[src/rtl/inst_fetch_mem_pkg.sv]
// Shared NPC fetch-side definitions: FSM state encoding, reset PC,
// canonical NOP and default fetch latency.
package inst_fetch_mem_pkg;

  typedef enum logic [1:0] {
    ST_READ    = 2'd0,
    ST_RESP    = 2'd1,
    ST_WAIT_PC = 2'd2
  } fetch_state_e;

  localparam logic [31:0] RESET_PC    = 32'h8000_0000;
  localparam logic [31:0] NOP_INST    = 32'h0000_0013;  // addi x0, x0, 0
  localparam int          LATENCY_DEF = 2;

  // A fetch address is legal only on a 4-byte boundary.
  function automatic logic is_word_aligned(input logic [1:0] lsb);
    return (lsb == 2'b00);
  endfunction

endpackage

[src/rtl/inst_fetch_mem_if.sv]
// Bundle between the fetch stage and its neighbours: next-PC input from
// writeback, SRAM read port, and the instruction handshake toward the IFU.
interface inst_fetch_mem_if;

  logic [31:0] pc_in;
  logic        pc_in_valid;
  logic        pc_in_ready;
  logic        rd_en;
  logic [31:0] rd_addr;
  logic [31:0] rd_data;
  logic [31:0] inst_out;
  logic [31:0] pc_out;
  logic        fetch_err;
  logic        mem_IFU_valid;
  logic        IFU_mem_ready;

  // Fetch stage side.
  modport master (
    input  pc_in, pc_in_valid, rd_data, IFU_mem_ready,
    output pc_in_ready, rd_en, rd_addr, inst_out, pc_out, fetch_err, mem_IFU_valid
  );

  // Environment side: writeback, SRAM and IFU.
  modport slave (
    output pc_in, pc_in_valid, rd_data, IFU_mem_ready,
    input  pc_in_ready, rd_en, rd_addr, inst_out, pc_out, fetch_err, mem_IFU_valid
  );

endinterface

[src/rtl/inst_fetch_mem.sv]
// Fetch stage: holds the architectural PC, issues one SRAM read per
// instruction, waits a fixed latency and hands the word to the IFU.
module inst_fetch_mem #(
  parameter logic [31:0] RESET_PC = inst_fetch_mem_pkg::RESET_PC,
  parameter int          LATENCY  = inst_fetch_mem_pkg::LATENCY_DEF,
  parameter int          CNT_W    = 4
) (
  input  logic             clk,
  input  logic             rst,
  inst_fetch_mem_if.master ifm
);
  import inst_fetch_mem_pkg::*;

  localparam logic [CNT_W-1:0] LAST_CNT = CNT_W'(LATENCY - 1);
  localparam logic [CNT_W-1:0] ONE_CNT  = CNT_W'(1);

  if (LATENCY < 2 || LATENCY > 15 || (1 << CNT_W) <= LATENCY) begin : g_bad_cfg
    $error("inst_fetch_mem: LATENCY must be 2..15 and fit in CNT_W bits");
  end

  fetch_state_e      state_q;
  logic [CNT_W-1:0]  cnt_q;
  logic [31:0]       pc_q;
  logic [31:0]       inst_q;
  logic              post_rst_q;   // masks the read strobe in the first cycle out of reset
  logic              valid_q;
  logic [31:0]       inst_out_q;
  logic [31:0]       pc_out_q;
  logic              err_q;

  logic              aligned;
  logic [31:0]       inst_d;

  assign aligned = is_word_aligned(pc_q[1:0]);

  // Read data arrives the cycle after the strobe (cnt==1); with LATENCY=2 that
  // is also the cycle the response is launched, so forward it directly.
  assign inst_d = (cnt_q == ONE_CNT) ? ifm.rd_data : inst_q;

  assign ifm.rd_en         = (state_q == ST_READ) && !post_rst_q && (cnt_q == '0) && aligned;
  assign ifm.rd_addr       = {pc_q[31:2], 2'b00};
  assign ifm.pc_in_ready   = (state_q == ST_WAIT_PC);
  assign ifm.mem_IFU_valid = valid_q;
  assign ifm.inst_out      = inst_out_q;
  assign ifm.pc_out        = pc_out_q;
  assign ifm.fetch_err     = err_q;

  // Fetch FSM with latency counter and registered IFU-facing outputs.
  always_ff @(posedge clk) begin
    if (rst) begin
      state_q    <= ST_READ;
      cnt_q      <= '0;
      pc_q       <= RESET_PC;
      inst_q     <= '0;
      post_rst_q <= 1'b1;
      valid_q    <= 1'b0;
      inst_out_q <= '0;
      pc_out_q   <= '0;
      err_q      <= 1'b0;
    end else begin
      case (state_q)
        ST_READ: begin
          if (post_rst_q) begin
            post_rst_q <= 1'b0;
          end else begin
            if (cnt_q == ONE_CNT && aligned) begin
              inst_q <= ifm.rd_data;
            end
            if (cnt_q == LAST_CNT) begin
              state_q    <= ST_RESP;
              valid_q    <= 1'b1;
              pc_out_q   <= pc_q;
              inst_out_q <= aligned ? inst_d : NOP_INST;
              err_q      <= !aligned;
            end else begin
              cnt_q <= cnt_q + ONE_CNT;
            end
          end
        end
        ST_RESP: begin
          if (ifm.IFU_mem_ready) begin
            valid_q <= 1'b0;
            state_q <= ST_WAIT_PC;
          end
        end
        ST_WAIT_PC: begin
          if (ifm.pc_in_valid) begin
            pc_q    <= ifm.pc_in;
            cnt_q   <= '0;
            state_q <= ST_READ;
          end
        end
        default: begin
          state_q <= ST_READ;
          cnt_q   <= '0;
        end
      endcase
    end
  end

endmodule
[src/flat_wrapper.sv]
// flat-port wrapper written by rule: the top's interface ports become plain ports
module inst_fetch_mem_flat import inst_fetch_mem_pkg::*;
#(
  parameter logic [31:0] RESET_PC = inst_fetch_mem_pkg::RESET_PC,
  parameter int          LATENCY  = inst_fetch_mem_pkg::LATENCY_DEF,
  parameter int          CNT_W    = 4
)
  (clk, rst, ifm_pc_in, ifm_pc_in_valid, ifm_rd_data, ifm_IFU_mem_ready, ifm_pc_in_ready, ifm_rd_en, ifm_rd_addr, ifm_inst_out, ifm_pc_out, ifm_fetch_err, ifm_mem_IFU_valid);
  inst_fetch_mem_if ifm_i ();
  input  logic clk;
  input  logic rst;
  input wire logic [$bits(ifm_i.pc_in)-1:0] ifm_pc_in;
  input wire logic [$bits(ifm_i.pc_in_valid)-1:0] ifm_pc_in_valid;
  input wire logic [$bits(ifm_i.rd_data)-1:0] ifm_rd_data;
  input wire logic [$bits(ifm_i.IFU_mem_ready)-1:0] ifm_IFU_mem_ready;
  output wire logic [$bits(ifm_i.pc_in_ready)-1:0] ifm_pc_in_ready;
  output wire logic [$bits(ifm_i.rd_en)-1:0] ifm_rd_en;
  output wire logic [$bits(ifm_i.rd_addr)-1:0] ifm_rd_addr;
  output wire logic [$bits(ifm_i.inst_out)-1:0] ifm_inst_out;
  output wire logic [$bits(ifm_i.pc_out)-1:0] ifm_pc_out;
  output wire logic [$bits(ifm_i.fetch_err)-1:0] ifm_fetch_err;
  output wire logic [$bits(ifm_i.mem_IFU_valid)-1:0] ifm_mem_IFU_valid;
  assign ifm_i.pc_in = ifm_pc_in;
  assign ifm_i.pc_in_valid = ifm_pc_in_valid;
  assign ifm_i.rd_data = ifm_rd_data;
  assign ifm_i.IFU_mem_ready = ifm_IFU_mem_ready;
  assign ifm_pc_in_ready = ifm_i.pc_in_ready;
  assign ifm_rd_en = ifm_i.rd_en;
  assign ifm_rd_addr = ifm_i.rd_addr;
  assign ifm_inst_out = ifm_i.inst_out;
  assign ifm_pc_out = ifm_i.pc_out;
  assign ifm_fetch_err = ifm_i.fetch_err;
  assign ifm_mem_IFU_valid = ifm_i.mem_IFU_valid;
  inst_fetch_mem #(.RESET_PC(RESET_PC), .LATENCY(LATENCY), .CNT_W(CNT_W)) u_core (.clk(clk), .rst(rst), .ifm(ifm_i));
endmodule
[config.mk]
export PLATFORM = sky130hd
export DESIGN_NAME = inst_fetch_mem_flat
export DESIGN_NICKNAME = d
export VERILOG_FILES = /design/src/rtl/inst_fetch_mem_pkg.sv /design/src/rtl/inst_fetch_mem_if.sv /design/src/rtl/inst_fetch_mem.sv /design/src/flat_wrapper.sv
export SDC_FILE = /design/constraint.sdc
export NUM_CORES = 1
export LEC_CHECK = 0
export CORE_UTILIZATION = 40
export DETAILED_ROUTE_END_ITERATION = 10
export PLACE_DENSITY_LB_ADDON = 0.1
export SYNTH_ARGS = -nofsm -noshare
export SYNTH_HDL_FRONTEND = slang
export SYNTH_SLANG_ARGS = --single-unit
[constraint.sdc]
create_clock -name clk -period 1.6 [get_ports clk]
set_clock_uncertainty 0.15 [all_clocks]
set_input_delay 0.16 -clock clk [delete_from_list [all_inputs] [get_ports clk]]
set_output_delay 0.16 -clock clk [all_outputs]
set_load 0.03 [all_outputs]
**After elaboration in Yosys (flattened, before gate mapping)**

Index checks and enable logic that the tools add are counted.

- Bits in registers: 105
- Output and inout bits: 100
- Input bits: 68
- Word-level logic and storage cells: 47

- Reduce and logical (&&, ||, !) cells: 14
- Bitwise logic cells: 2
- Add/sub/neg operators: 1
- Equality and inequality tests: 8
- Mux-type cells: 14

Operator list:

| operator | number |
|---|---|
| two-way mux 32 bit | 1 |
| two-way mux 4 bit | 3 |
| one-hot mux 4 bit (3 select lines) | 1 |
| AND reduction 4 bit | 3 |
| != test 2 bit, second input constant | 5 |
| two-way mux 2 bit | 4 |
| one-hot mux 2 bit (3 select lines) | 1 |
| adder 4 x 1 -> 4 bit, second input constant | 1 |
| equality test 4 x 1 -> 1 bit, second input constant | 1 |
| zero test 2 bit | 2 |
| zero test 4 bit | 1 |
| logical AND 1 bit | 3 |
| two-way mux 1 bit | 3 |
| AND reduction 3 bit | 1 |
| equality test 2 x 1 -> 1 bit, second input constant | 1 |
| equality test 2 bit, second input constant | 1 |
| zero test 1 bit | 2 |
| inverter 1 bit | 2 |
| one-hot mux 1 bit (2 select lines) | 1 |
| AND reduction 2 bit | 1 |
| nonzero test 2 bit | 1 |

**Logic depth before layout (Yosys ltp)**

Gate-level depths: netlist of the first run.

- Word-level depth: 4
- Mapped depth: 7
- Gate-level depth less buffers: 5

**Least setup slack after synthesis of the first run**

OpenSTA, ideal clock, no wires.

- Path type: register to register
- Start point: register u_core.cnt_q[0]
- End point: register u_core.pc_out_q[21] (netlist: u_core.ifm.pc_out[21])
- Period minus slack after synthesis: 1.722 ns
- Library setup time: 0.132 ns
- Data arrival time: 1.440 ns
- Cell stages (with the launch flop): 7
- Setup slack: -0.122 ns
- Path through: dfxtp_1 > ha_1 > or3b_4 > buf_6 > clkbuf_1 > o21ai_0 > a21oi_1

- Longest elaborated chain between the ends: 2

Ends and longest elaborated chain:

| what | RTL line | RTL |
|---|---|---|
| start, declared | inst_fetch_mem.sv:22 | `logic [CNT_W-1:0] cnt_q;` |
| start signal, assigned | inst_fetch_mem.sv:76 | `cnt_q <= cnt_q + ONE_CNT;` |
| equality test 4 x 1 -> 1 bit | inst_fetch_mem.sv:69 | `if (cnt_q == LAST_CNT) begin` |
| AND reduction 3 bit (no line) | - |  |
| end signal, assigned | inst_fetch_mem.sv:72 | `pc_out_q <= pc_q;` |
| end, declared | inst_fetch_mem.sv:28 | `logic [31:0] pc_out_q;` |

Every way passes these cells.
A chain may end at the register's enable or synchronous reset.

**Worst setup path in the final report of the first run**

- Start point: register u_core.cnt_q[1]
- End point: register u_core.inst_out_q[4] (netlist: u_core.ifm.inst_out[4])

- Longest elaborated chain between the ends: 2

Ends and longest elaborated chain:

| what | RTL line | RTL |
|---|---|---|
| equality test 4 x 1 -> 1 bit | inst_fetch_mem.sv:38, inst_fetch_mem.sv:69 |  |
| AND reduction 3 bit (no line) | - |  |
| end signal, assigned | inst_fetch_mem.sv:73 | `inst_out_q <= aligned ? inst_d : NOP_INST;` |
| end, declared | inst_fetch_mem.sv:27 | `logic [31:0] inst_out_q;` |

Every way passes these cells.

==> results.json, run 1 <==
{
  "clk_latency_ns": 0.36,
  "vias": 4487,
  "coreArea_um2": 10420,
  "grt_max_degree": 51,
  "dpl.cell_count": 783,
  "design_area_um2": 6979,
  "port-buffer-count": 165,
  "cp.required_ns": 1.72,
  "end_kind": "flop",
  "holdPathEnd": "u_core.pc_q[23]",
  "drt-total-wl_um": 14410,
  "finalCriticalPeriod_ns": 1.746,
  "r2r-start": "u_core.cnt_q[1]",
  "cts_buffers": 9,
  "ys_warn_count": 0,
  "synth_area_um2": 4332,
  "postSynthAreaPerCell_um2": 8.204,
  "die-area_um2": 11250,
  "nets": 755,
  "ctsHtreeMaxLevel": 3,
  "first_pass_iters": 5,
  "async_reset_ff_frac": 0,
  "hp-start": "rst",
  "die_y_um": 106.1,
  "wl_per_cell_um": 17.51,
  "finalSetupTns_ns": -7.528,
  "whs_path_depth": 2,
  "clockBufferDepth": 2,
  "setup_ws_ns": -0.1462,
  "synth_compound_area_frac": 0.2140,
  "start_util": 0.4159,
  "muxShareOfSynthArea": 0.002311,
  "vias_per_cell": 5.452,
  "synth_edf_count": 0,
  "drive_gt1_frac": 0.2256,
  "hold_viol": 0,
  "area_growth_pct": 61.12,
  "die_x_um": 106.1,
  "post-route-period-util": 1.091,
  "pin_count": 168,
  "hpwlAfterDp_um": 8312,
  "reg2reg_to": "u_core.ifm.inst_out[4]",
  "placed_cell_area_um2": 6072,
  "fin_cells": 823,
  "cts_tree": "yes",
  "clkSinkCount": 105,
  "fill_cells": 901,
  "antenna_found_initial": 0,
  "setup_viol": 71,
  "power_density_nw_per_um2": 906.2,
  "grt_pass1_wl_um": 20520,
  "drcViolationCount": 0,
  "finalPower_mw": 6.325,
  "antenna_left": 0,
  "ys_seq_elements": 105,
  "hold_slack_ns": 0.05400,
  "synth_top_family_by_area": "compound AO/OA/AOI/OAI gates",
  "arrival_ns": 1.86,
  "synth_xor_area_frac": 0,
  "clkTransAtPathRegs_ns": 0.10,
  "drt_iter0_drc": 291,
  "r2r_cells": 8,
  "synthAdderAreaFrac": 0.008666,
  "violations": "negative setup slack",
  "rows": 37,
  "yosysSeqAreaShare": 0.4853,
  "synthSimpleGateAreaFrac": 0.1791,
  "rsz0062_at_grt": "yes",
  "cts_hold_buf": 0,
  "synthFlopType": "dfxtp_1",
  "first_global_vias": 4045,
  "n_antenna_cell": 0,
  "startpoint_type": "flop",
  "gp_congestion": 0.7846,
  "fmax_mhz": 572.7,
  "worst_hold_path_type": "in -> reg",
  "synth.distinct_cells": 38,
  "overflow": 0,
  "synth_cells": 528,
  "status": "finished with violations",
  "peakVddDrop_mv": 0.5756,
  "drv_slew": 0,
  "grt_use_total": 0.2300,
  "crit_fanout": 7,
  "root_buffer": "clkbuf_8",
  "r2r_setup_slack_ns": -0.15,
  "cap_violations": 0,
  "crit_type": "reg -> reg",
  "p_leak_nw": 2.852
}
-- worst max-delay path: stages, from the launching register on --
cell,delay (ns)
dfxtp_2,0.34
inv_2,0.07
ha_4,0.13
buf_4,0.09
nor3b_4,0.31
buf_6,0.17
buf_12,0.13
a21oi_2,0.06
a211oi_1,0.21
-- state kept, by name, indices dropped and copies added (netlist names) --
name and count:
u_core.cnt_q 4, u_core.ifm.fetch_err 1, u_core.ifm.inst_out 32, u_core.ifm.mem_IFU_valid 1, u_core.ifm.pc_out 32, u_core.pc_q 32, u_core.post_rst_q 1, u_core.state_q 2
-- worst max path at each step --
stage	start	end	slack, ns	cells after the start
after floorplan	u_core.cnt_q[1]	u_core.ifm.pc_out[21]	-0.004	7
after detailed placement	ifm_pc_in_valid	u_core.pc_q[26]	-0.08	6
final	u_core.cnt_q[1]	u_core.ifm.inst_out[4]	-0.15	8
after global routing	u_core.cnt_q[1]	u_core.ifm.inst_out[4]	-0.22	8
after CTS	u_core.cnt_q[1]	u_core.ifm.pc_out[7]	-0.13	7
after global placement	u_core.state_q[1]	u_core.ifm.fetch_err	-0.09	4
-- per-stage QoR --
| step | util | setup WS [ns] |
|---|---|---|
| 2_1_floorplan | - | -0.003786 |
| 3_3_place_gp | 0.5829 | -0.08579 |
| 3_5_place_dp | 0.5829 | -0.07896 |
| 4_1_cts | 0.6262 | -0.1303 |
| 5_1_grt | 0.6700 | -0.2227 |
| 6_report | 0.6700 | -0.1462 |
-- placed cells by master, fill, tap and decap left out, types with 9 or more instances in the layout --
| master | instances |
|---|---|
| buf_12 | 12 |
| dlygate4sd2_1 | 96 |
| clkbuf_8 | 9 |
| nand2_1 | 64 |
| a21oi_2 | 11 |
| clkdlybuf4s50_1 | 66 |
| buf_6 | 13 |
| o21ai_1 | 20 |
| nand3_1 | 28 |
| a21oi_1 | 89 |
| dfxtp_1 | 101 |
| buf_4 | 28 |
| o21ai_2 | 37 |
| nand4_1 | 30 |
-- per-layer routing --
metal / part of all wire / track usage / wire length [um] / vias to the layer above
li1: - / - / - / 2147
met1: 0.42 / 0.2802 / 6068 / 2151
met2: 0.49 / 0.3973 / 7118 / 171
met3: 0.064 / 0.05763 / 928 / 18
met4: 0.021 / 0.07143 / 296 / 0
met5: 0 / 0 / 0 / -
-- cell usage after synthesis (all sizes together), types with 2 or more instances --
library cell | count | share of area
a211oi | 4 | 0.0069
a21oi | 102 | 0.12
buf | 50 | 0.078
clkbuf | 34 | 0.029
dfxtp | 105 | 0.49
ha | 3 | 0.0087
inv | 3 | 0.0026
nand2 | 64 | 0.055
nand3 | 32 | 0.037
nand3b | 3 | 0.0052
nand4 | 30 | 0.043
nor2 | 6 | 0.0052
nor2b | 3 | 0.0043
nor3 | 6 | 0.0081
nor3b | 2 | 0.0046
o21ai | 63 | 0.073
or3b | 2 | 0.0046
-- logic make-up after synthesis --
logic type	after synthesis
AO/OA/AOI/OAI	177
adder cells (fa/ha/maj)	3
buffers and inverters	87
flip-flops	105
multiplexers	1
other	1
AND/OR/NAND/NOR	154
-- timing repair --
item | 4_1_cts | 5_1_grt
endpoints found under the setup margin | 166 | 72
buffers inserted | 4 | 9
pin swaps | 15 | 24
gates cloned | 4 | 9
gates resized for setup | 173 | 49
-- cell type report --
type                            count  area (um2)  share of cell area
Multi-Input combinational cell    338        2108              0.3021
Clock buffer                        9       123.9             0.01775
Clock inverter                      5       80.08             0.01147
Inverter                            3       11.26            0.001613
Tap cell                          136       170.2             0.02438
Timing Repair Buffer              227        2376              0.3404
Sequential cell                   105        2110              0.3023
-- power by group --
part	internal (mW)	switching [mW]
Combinational	0.855	0.963
Sequential	2.69	0.0566
Clock	0.870	0.885
Total	4.42	1.91
Note: power is estimated with default switching activity, not from simulation.
==> run 2: changes to the inputs <==
Settings changed: RECOVER_POWER set to 50.
==> results of run 2 <==
No change in the layout: final DEF, timing and power equal those of run 1.
